### config.mk
export PLATFORM = sky130hd
export DESIGN_NAME = avg_uart_tx
export DESIGN_NICKNAME = d
export VERILOG_FILES = /design/src/rtl/avg_uart_pkg.sv /design/src/rtl/avg_uart_tx_fifo.sv /design/src/rtl/avg_uart_tx.sv
export SDC_FILE = /design/constraint.sdc
export NUM_CORES = 1
export LEC_CHECK = 0
export ABC_CLOCK_PERIOD_IN_PS = 3350
export CORE_AREA = 5 5 86 88
export DETAILED_ROUTE_END_ITERATION = 6
export DIE_AREA = 0 0 91 93
export PLACE_DENSITY = 0.75
export SLEW_MARGIN = 20
export SYNTH_ARGS = -nofsm -noshare
export SYNTH_HDL_FRONTEND = slang
export SYNTH_SLANG_ARGS = --single-unit
### constraint.sdc
create_clock -name clk -period 3.35 [get_ports clk]
set_input_delay 0.67 -clock clk [delete_from_list [all_inputs] [get_ports clk]]
set_output_delay 0.67 -clock clk [all_outputs]
set_load 0.02 [all_outputs]
### src/rtl/avg_uart_pkg.sv
// Shared definitions for the averaged-sample UART transmitter.
//
// Contents:
//   t_tx_state   transmitter FSM states. PARITY exists only when
//                AVG_UART_TX_PARITY_EN is defined.
//   SAMPLE_W     width of one averaged sample (10)
//   BYTE_W       width of one UART payload byte (8)
//   BYTE_A_MARK  upper five bits of byte A. Its MSB set lets a receiver
//                tell byte A from byte B, whose MSB is always 0.
//   byte_a/b     split a sample into its two line bytes
//
// Configuration macro: AVG_UART_TX_PARITY_EN
package avg_uart_pkg;

  localparam int SAMPLE_W = 10;
  localparam int BYTE_W   = 8;

  localparam logic [4:0] BYTE_A_MARK = 5'b10000;

  typedef enum logic [2:0] {
    IDLE,
    START,
    DATA,
`ifdef AVG_UART_TX_PARITY_EN
    PARITY,
`endif
    STOP
  } t_tx_state;

  // Byte A carries sample bits [9:7] under the marker.
  function automatic logic [BYTE_W-1:0] byte_a(input logic [2:0] hi);
    return {BYTE_A_MARK, hi};
  endfunction

  // Byte B carries sample bits [6:0]. Its MSB is always clear.
  function automatic logic [BYTE_W-1:0] byte_b(input logic [6:0] lo);
    return {1'b0, lo};
  endfunction

endpackage

### src/rtl/avg_uart_tx_fifo.sv
// sample_fifo: a small synchronous FIFO that buffers averaged samples
// ahead of the UART serialiser.
//
// Ports:
//   clk, rst_n  clock; asynchronous active-low reset that empties the FIFO
//   push        write request. It is accepted when the FIFO is not full,
//               or when a pop happens in the same cycle.
//   pop         read request; ignored while the FIFO is empty
//   wr_data     data to write
//   rd_data     head of the FIFO. It is valid while empty is low.
//   full        high when the FIFO holds 1<<DEPTH_LOG2 entries
//   empty       high when the FIFO holds no entries
//   level       current occupancy, 0 .. 1<<DEPTH_LOG2
module sample_fifo #(
  parameter int WIDTH      = 10,
  parameter int DEPTH_LOG2 = 2
) (
  input  logic                  clk,
  input  logic                  rst_n,
  input  logic                  push,
  input  logic                  pop,
  input  logic [WIDTH-1:0]      wr_data,
  output logic [WIDTH-1:0]      rd_data,
  output logic                  full,
  output logic                  empty,
  output logic [DEPTH_LOG2:0]   level
);

  localparam int                    DEPTH      = 1 << DEPTH_LOG2;
  localparam logic [DEPTH_LOG2:0]   FULL_LEVEL = (DEPTH_LOG2+1)'(DEPTH);
  localparam logic [DEPTH_LOG2:0]   CNT_ONE    = (DEPTH_LOG2+1)'(1);
  localparam logic [DEPTH_LOG2-1:0] PTR_ONE    = DEPTH_LOG2'(1);

  logic [WIDTH-1:0]      mem [DEPTH];
  logic [DEPTH_LOG2-1:0] wr_ptr;
  logic [DEPTH_LOG2-1:0] rd_ptr;
  logic [DEPTH_LOG2:0]   count;
  logic                  do_push;
  logic                  do_pop;

  assign full    = (count == FULL_LEVEL);
  assign empty   = (count == '0);
  assign level   = count;
  assign rd_data = mem[rd_ptr];

  // A pop in the same cycle frees the head slot, so a push to a full
  // FIFO can still land.
  assign do_pop  = pop && !empty;
  assign do_push = push && (!full || do_pop);

  // Pointers wrap modulo the depth; count decides full and empty.
  always_ff @(posedge clk or negedge rst_n) begin
    if (!rst_n) begin
      wr_ptr <= '0;
      rd_ptr <= '0;
      count  <= '0;
    end else begin
      if (do_push) wr_ptr <= wr_ptr + PTR_ONE;
      if (do_pop)  rd_ptr <= rd_ptr + PTR_ONE;
      case ({do_push, do_pop})
        2'b10:   count <= count + CNT_ONE;
        2'b01:   count <= count - CNT_ONE;
        default: count <= count;
      endcase
    end
  end

  // The storage has no reset. Entries are only read after they are written.
  always_ff @(posedge clk) begin
    if (do_push) mem[wr_ptr] <= wr_data;
  end

endmodule

### src/rtl/avg_uart_tx.sv
// avg_uart_tx: buffers 10-bit moving-average samples and sends each one as
// two bytes on an 8N1 UART line.
//   Byte A = {1,0000,d[9:7]}; byte B = {0,d[6:0]}.
//   Byte B follows byte A with no idle gap.
//
// Parameters:
//   CLKS_PER_BIT     clock cycles per UART bit (>= 2)
//   FIFO_DEPTH_LOG2  log2 of the sample FIFO depth
//
// Ports:
//   clk           system clock
//   rst_n         asynchronous active-low reset
//   ena           block enable. While low, strobes are ignored and no new
//                 sample starts. A sample already in flight still finishes.
//   data_i        averaged sample
//   strobe_i      one-cycle pulse that marks data_i as valid
//   tx_o          UART line, registered, idle high
//   busy_o        high while a sample is being serialised
//   overflow_o    sticky flag. Set when a strobe is dropped because the FIFO
//                 is full. Cleared only by reset.
//   fifo_level_o  FIFO occupancy
//
// Configuration macro: AVG_UART_TX_PARITY_EN inserts an even-parity bit
// between the data bits and the stop bit.
module avg_uart_tx
  import avg_uart_pkg::*;
#(
  parameter int CLKS_PER_BIT    = 16,
  parameter int FIFO_DEPTH_LOG2 = 2
) (
  input  logic                     clk,
  input  logic                     rst_n,
  input  logic                     ena,
  input  logic [SAMPLE_W-1:0]      data_i,
  input  logic                     strobe_i,
  output logic                     tx_o,
  output logic                     busy_o,
  output logic                     overflow_o,
  output logic [FIFO_DEPTH_LOG2:0] fifo_level_o
);

  localparam int              CNT_W    = $clog2(CLKS_PER_BIT);
  localparam logic [CNT_W-1:0] CNT_MAX = CNT_W'(CLKS_PER_BIT - 1);
  localparam logic [CNT_W-1:0] CNT_ONE = CNT_W'(1);
  localparam logic             SEL_A   = 1'b0;
  localparam logic             SEL_B   = 1'b1;

  t_tx_state           state, state_next;
  logic [CNT_W-1:0]    cnt, cnt_next;
  logic [2:0]          bit_idx, bit_idx_next;
  logic                byte_sel, byte_sel_next;
  logic [BYTE_W-1:0]   shift, shift_next;
  logic [6:0]          sample_lo, sample_lo_next;
  logic                line;
  logic                bit_end;
  logic                pop;
  logic                push;
  logic                fifo_full;
  logic                fifo_empty;
  logic [SAMPLE_W-1:0] fifo_data;

  assign push = strobe_i && ena;

  sample_fifo #(
    .WIDTH      (SAMPLE_W),
    .DEPTH_LOG2 (FIFO_DEPTH_LOG2)
  ) u_fifo (
    .clk     (clk),
    .rst_n   (rst_n),
    .push    (push),
    .pop     (pop),
    .wr_data (data_i),
    .rd_data (fifo_data),
    .full    (fifo_full),
    .empty   (fifo_empty),
    .level   (fifo_level_o)
  );

  assign busy_o  = (state != IDLE);
  assign bit_end = (cnt == CNT_MAX);

  always_comb begin
    state_next     = state;
    cnt_next       = cnt;
    bit_idx_next   = bit_idx;
    byte_sel_next  = byte_sel;
    shift_next     = shift;
    sample_lo_next = sample_lo;
    pop            = 1'b0;
    line           = 1'b1;

    // The baud counter runs only while a frame is active. It is always
    // back at zero when the FSM returns to IDLE.
    if (state != IDLE) begin
      cnt_next = bit_end ? '0 : cnt + CNT_ONE;
    end

    case (state)
      IDLE: begin
        if (!fifo_empty && ena) begin
          pop            = 1'b1;
          sample_lo_next = fifo_data[6:0];
          shift_next     = byte_a(fifo_data[9:7]);
          byte_sel_next  = SEL_A;
          state_next     = START;
        end
      end
      START: begin
        line = 1'b0;
        if (bit_end) begin
          bit_idx_next = 3'd0;
          state_next   = DATA;
        end
      end
      DATA: begin
        line = shift[bit_idx];
        if (bit_end) begin
          if (bit_idx == 3'd7) begin
`ifdef AVG_UART_TX_PARITY_EN
            state_next = PARITY;
`else
            state_next = STOP;
`endif
          end else begin
            bit_idx_next = bit_idx + 3'd1;
          end
        end
      end
`ifdef AVG_UART_TX_PARITY_EN
      PARITY: begin
        line = ^shift;
        if (bit_end) state_next = STOP;
      end
`endif
      STOP: begin
        line = 1'b1;
        if (bit_end) begin
          if (byte_sel == SEL_A) begin
            // Byte B starts straight after byte A's stop bit, with no gap.
            byte_sel_next = SEL_B;
            shift_next    = byte_b(sample_lo);
            state_next    = START;
          end else begin
            state_next = IDLE;
          end
        end
      end
      default: state_next = IDLE;
    endcase
  end

  // Control registers. tx_o is registered from the current state, so the
  // line trails the FSM by one cycle and cannot glitch low after a reset.
  always_ff @(posedge clk or negedge rst_n) begin
    if (!rst_n) begin
      state      <= IDLE;
      cnt        <= '0;
      bit_idx    <= 3'd0;
      byte_sel   <= SEL_A;
      tx_o       <= 1'b1;
      overflow_o <= 1'b0;
    end else begin
      state    <= state_next;
      cnt      <= cnt_next;
      bit_idx  <= bit_idx_next;
      byte_sel <= byte_sel_next;
      tx_o     <= line;
      if (strobe_i && ena && fifo_full && !pop) overflow_o <= 1'b1;
    end
  end

  // Data registers. They are only read after IDLE loads them, so they need
  // no reset.
  always_ff @(posedge clk) begin
    shift     <= shift_next;
    sample_lo <= sample_lo_next;
  end

endmodule

# Yosys cells after proc, flatten, opt, wreduce, memory -nomap -nowiden
# Memories as Yosys holds them, arrays and structs flattened.
# Index checks and enable logic that the tools add are counted.
# word_totals
rom_bits,0
regBits,35
ram_bits,40
memories,1
wordCells,82
latch_bits,0
# memory_table
memory,depth,word_bits,rd,rd_clocked_by_memory_dff,write_ports,line,source
u_fifo.mem,4,10,1,0,1,avg_uart_tx_fifo.sv:34,logic [WIDTH-1:0] mem [DEPTH];
# op_classes
muxes,27
n_reduce_logical,21
n_eq_ne,15
add_sub_neg,6
magnitude_cmp,1
div,0
shift,0
bitwise,0
n_mul,0
# ops
operator,count
3-bit 2-to-1 mux,8
8-bit 2-to-1 mux,3
8-bit case mux with 2 select lines,1
2-bit != test (second input constant),7
3-bit case mux with 2 select lines,2
3-bit case mux with 4 select lines,1
1-bit 2-to-1 mux,8
4-bit AND reduction,2
3-bit by 1-bit adder with 3-bit output (second input constant),2
3-bit by 2-bit equality test with 1-bit output (second input constant),2
3-bit equality test (second input constant),2
1-bit logical AND,6
3-bit zero test,2
2-bit nonzero test,3
5-bit AND reduction,1
2-bit by 1-bit adder with 2-bit output (second input constant),2
4-bit by 1-bit adder with 4-bit output (second input constant),1
4-bit equality test (second input constant),1
3-bit by 4-bit < comparator with 1-bit output (second input constant),1
4-bit 2-to-1 mux,1
1-bit case mux with 2 select lines,2
1-bit binary-select mux with 3-bit select,1
3-bit by 1-bit equality test with 1-bit output (second input constant),1
1-bit zero test,3
7 further kinds,7

# Depth between registers and ports, before layout
# depth
word_depth,10
mapped_depth,8
depth_no_buf,8

# Hierarchy
# A second synthesis with hierarchy kept.
# unflattened
cells_unflattened,185
area_unflattened_um2,3143.0
# by_module_without_submodules
mod,area_per_inst_um2,instances,seq_area_each_um2,cells_per_inst
sample_fifo,1873.0,1,1376.3,90
avg_uart_tx,1270.0,1,752.0,95

# Worst setup path after synthesis
# Ideal clock, no wire load.
# synth_path
kind,reg-to-reg
start,register state[0]
end,"register u_fifo.count[2], in the netlist u_fifo.level[2]"
path_slack_ns,1.347
t_arrival_ns,1.922
path_buffers,0
setup_time_ns,0.080
period_less_slack_ns,2.003
path_stages_with_launch,8
path_cell_list,dfrtp_1 > inv_1 > ha_1 > o311a_4 > nand2b_1 > fa_1 > o41ai_2 > xor2_1
# synth_via
elab_chain_cells,7
# synth_lines
element,line,source
"start, declared",avg_uart_tx.sv:48,"t_tx_state state, state_next;"
"start signal, assigned",avg_uart_tx.sv:163,state <= state_next;
3-bit zero test *,avg_uart_tx.sv:98,case (state)
1-bit 2-to-1 mux *,avg_uart_tx.sv:98,
1-bit logical AND *,avg_uart_tx_fifo.sv:48,assign do_pop = pop && !empty;
1-bit logical OR,avg_uart_tx_fifo.sv:49,assign do_push = push && (!full || do_pop);
1-bit logical AND,avg_uart_tx_fifo.sv:49,
2-bit by 1-bit equality test with 1-bit output / 2-bit equality test (equally long branches),avg_uart_tx_fifo.sv:60,"case ({do_push, do_pop})"
3-bit case mux with 2 select lines / 2-bit nonzero test (equally long branches),-,
"end signal, assigned",avg_uart_tx_fifo.sv:61,2'b10: count <= count + CNT_ONE;
"end signal, assigned",avg_uart_tx_fifo.sv:62,2'b01: count <= count - CNT_ONE;
"end signal, assigned",avg_uart_tx_fifo.sv:63,default: count <= count;
"end, declared",avg_uart_tx_fifo.sv:37,logic [DEPTH_LOG2:0] count;
# Every way passes the cells marked *; elsewhere a longest branch is shown, timed or not.
# A chain may end at the register's enable or synchronous reset.

# Worst setup path after layout
# layout_path
start,register state[0]
end,output busy_o
# layout_via
elab_chain_cells,1
# layout_lines
element,line,source
3-bit nonzero test,avg_uart_tx.sv:79,assign busy_o = (state != IDLE);
"end, declared",avg_uart_tx.sv:37,"output logic busy_o,"
# Every way passes these cells.

==> results.cfg <==
[global_routing]
antenna_found_initial = 0
grt_max_degree = 20
grt_util_all_layers_pct = 12.6
grt_pass1_wl_um = 8200
first_global_vias = 1693
grt-ovfl-total = 0

[setup_path]
crit_arrival_ns = 2.04
cp_top_family = buffers and inverters
cpPeakStageDelay_ns = 0.57
cp_max_fo = 12
critPathBufInv = 3
end_kind = output port
cp_cell_sequence = inv_1 -> ha_1 -> inv_1 -> clkdlybuf4s50_1
worstSetupPathType = reg -> out
required_ns = 2.68
crit_top_cell = inv_1
start_kind = flip-flop
slowest_stage = clkdlybuf4s50_1

[timing]
rsz0062_at_grt = false
setup_tns_ns = 0
slew_viol_final = 0
fin_skew_ns = 0.00679
max_slew_margin_pct = 41.3
hold_viol_final = 0
fmax_mhz = 369
fin_crit_ns = 2.71
finalSetupViolCount = 0
fin_crit_sh_pct = 81.0
worstMarginPinSlew_ns = 0.877
holdWs_ns = 0.474

[cts]
cts_buffers = 9
cts_hold_buffers = 0
numClockSinks = 74
clock_path_buffers = 2
cts_root_buf = clkbuf_8
post_cts_resized = 0
clkTransAtPathRegs_ns = 0.07
cts_tree = built
post_cts_buffers = 0
worstSkewPairLatency_ns = 0.34
cts.htree.levels = 3

[yosys]
synthAdderAreaFrac_pct = 5.00
synthArstFlopShare_pct = 25.7
synth_seq_cells = 74
synth_compound_area_share_pct = 6.71
synth_most_common_cell = edfxtp_1
synth_xor_area_share_pct = 1.94
synth_top_family_by_area = multiplexers
yosysUniqueCellTypes = 39
syn_area_um2 = 3150
ys.flop_type = edfxtp_1
yosys.area_share.simple_pct = 7.38
synth.avg_cell_area_um2 = 16.0
synthMuxAreaShare_pct = 9.17
yosys-top-cells-area = edfxtp_1 (52%), dfrtp_1 (14%), mux4_2 (7.9%), ha_1 (4.4%), nand2_1 (2.9%)
syn_nets = 223
synth.top_cells.by_count = edfxtp_1 (55), nand2_1 (24), dfrtp_1 (18)
ys_seq_area_share_pct = 67.5
synthCells = 197
synth_warnings = 0
netlist.area_leader.share_pct = 52.4
synth_area_leader_cell = edfxtp_1
synth_edf_count = 55

[power_and_ir_drop]
worst_ir_drop_vdd_mv = 0.385
powerDensity_nw_per_um2 = 603
power.leakage_uw = 0.00129

[placement]
portBuffers = 19
hpwl_um = 3350
place.gp.congestion = 0.778

[route]
viasPerCell = 5.40
dr_total_vias = 1652
dr.pass1.iters = 4
first_iter_violations = 91
route.detailed.drc = 0
wl_per_cell_um = 15.8
ant_nets = 0
drt-total-wl_um = 4840

[status]
status = finished clean

[floorplanning]
dieArea_um2 = 8460
io_pins = 20
core_um2 = 6570
num_rows = 30
initial_utilization_pct = 48.0
die_x_um = 91
dieHeight_um = 93

[finish]
drive_gt1_share_pct = 16.8
nets = 247
n_antenna_cell = 0
syn2layout_area_growth_pct = 15.1

[run]
maxCapViolCount = 0

[hold_path]
hold_path.class = reg -> reg
-- final timing paths --
kind / slack (ns) / endpoint / start / cells past startpoint
max in group asynchronous: 1.99 / u_fifo.rd_ptr[1] / rst_n / 1
worst min register to register: 0.47 / overflow_o / overflow_o / 1
worst max register to register: 0.86 / u_fifo.level[2] / state[0] / 7
worst min-delay path: 0.47 / overflow_o / overflow_o / 1
worst max-delay path: 0.64 / busy_o / state[0] / 4
min in group asynchronous: 0.82 / cnt[3] / rst_n / 1
-- cell type report --
type / instances / area (µm²)
multi-input combinational: 108 / 952
clock inverter: 7 / 101
fill: 509 / 2940
timing repair buffer: 19 / 190
clock buffer: 9 / 124
sequential: 74 / 2130
tap: 80 / 100
inverter: 9 / 33.8
-- power breakdown --
group	switching (µW)	internal [µW]	total, µW
combinational	153	128	280
sequential	63.3	1080	1140
clock	341	427	768
total	557	1630	2190
-- worst register-to-register path, stage by stage, from the launching register on --
cell,delay (ns)
dfrtp_1,0.42
inv_1,0.09
ha_1,0.45
o311a_4,0.39
nand2b_1,0.09
fa_1,0.40
o41ai_2,0.37
xor2_1,0.19
-- routing by layer --
layer	up-vias	share of wire, %	GRT usage (%)
met5	-	0	0
met4	0	1.4	4.03
met3	7	5.1	4.91
met2	38	51	21.0
met1	814	43	15.1
li1	793	-	-
-- cell families after synthesis --
kind of cell    Yosys count
simple gates             46
xor+xnor                  7
flops                    74
mux                      15
fa+ha+maj                12
buf+inv                  15
compound gates           28
-- sequential cells by signal (all words and copies together) (netlist names) --
| name | cells |
|---|---|
| u_fifo.rd_ptr | 2 |
| byte_sel | 1 |
| cnt | 4 |
| shift | 8 |
| state | 2 |
| bit_idx | 3 |
| u_fifo.mem | 40 |
| u_fifo.level | 3 |
| tx_o | 1 |
| u_fifo.wr_ptr | 2 |
| sample_lo | 7 |
| overflow_o | 1 |
-- cell usage in the layout (no fill, tap or decap), types with 3 or more instances in the layout --
cell type	count
xnor2_1	5
ha_1	11
dfrtp_1	18
mux2i_1	3
and2_1	4
clkbuf_8	9
inv_1	9
nor2_1	5
mux4_2	11
a21oi_1	4
nand2_1	24
edfxtp_1	55
clkdlybuf4s50_1	19
and2_2	4
a22o_1	3
o21ai_0	8
-- per-stage QoR --
stage / utilization (%) / std cells / power (µW) / setup slack, ns / area, µm²
4_1_cts: 55.3 / 306 / 2210 / 0.612 / 3630
3_3_place_gp: 51.8 / 290 / 1440 / 0.698 / 3400
2_1_floorplan: - / 197 / 1320 / 1.35 / 3150
5_1_grt: 55.3 / 306 / 2280 / 0.518 / 3630
6_report: 55.3 / 306 / 2190 / 0.637 / 3630
3_5_place_dp: 51.8 / 290 / 1450 / 0.625 / 3400
(Power assumes the default switching activity.)
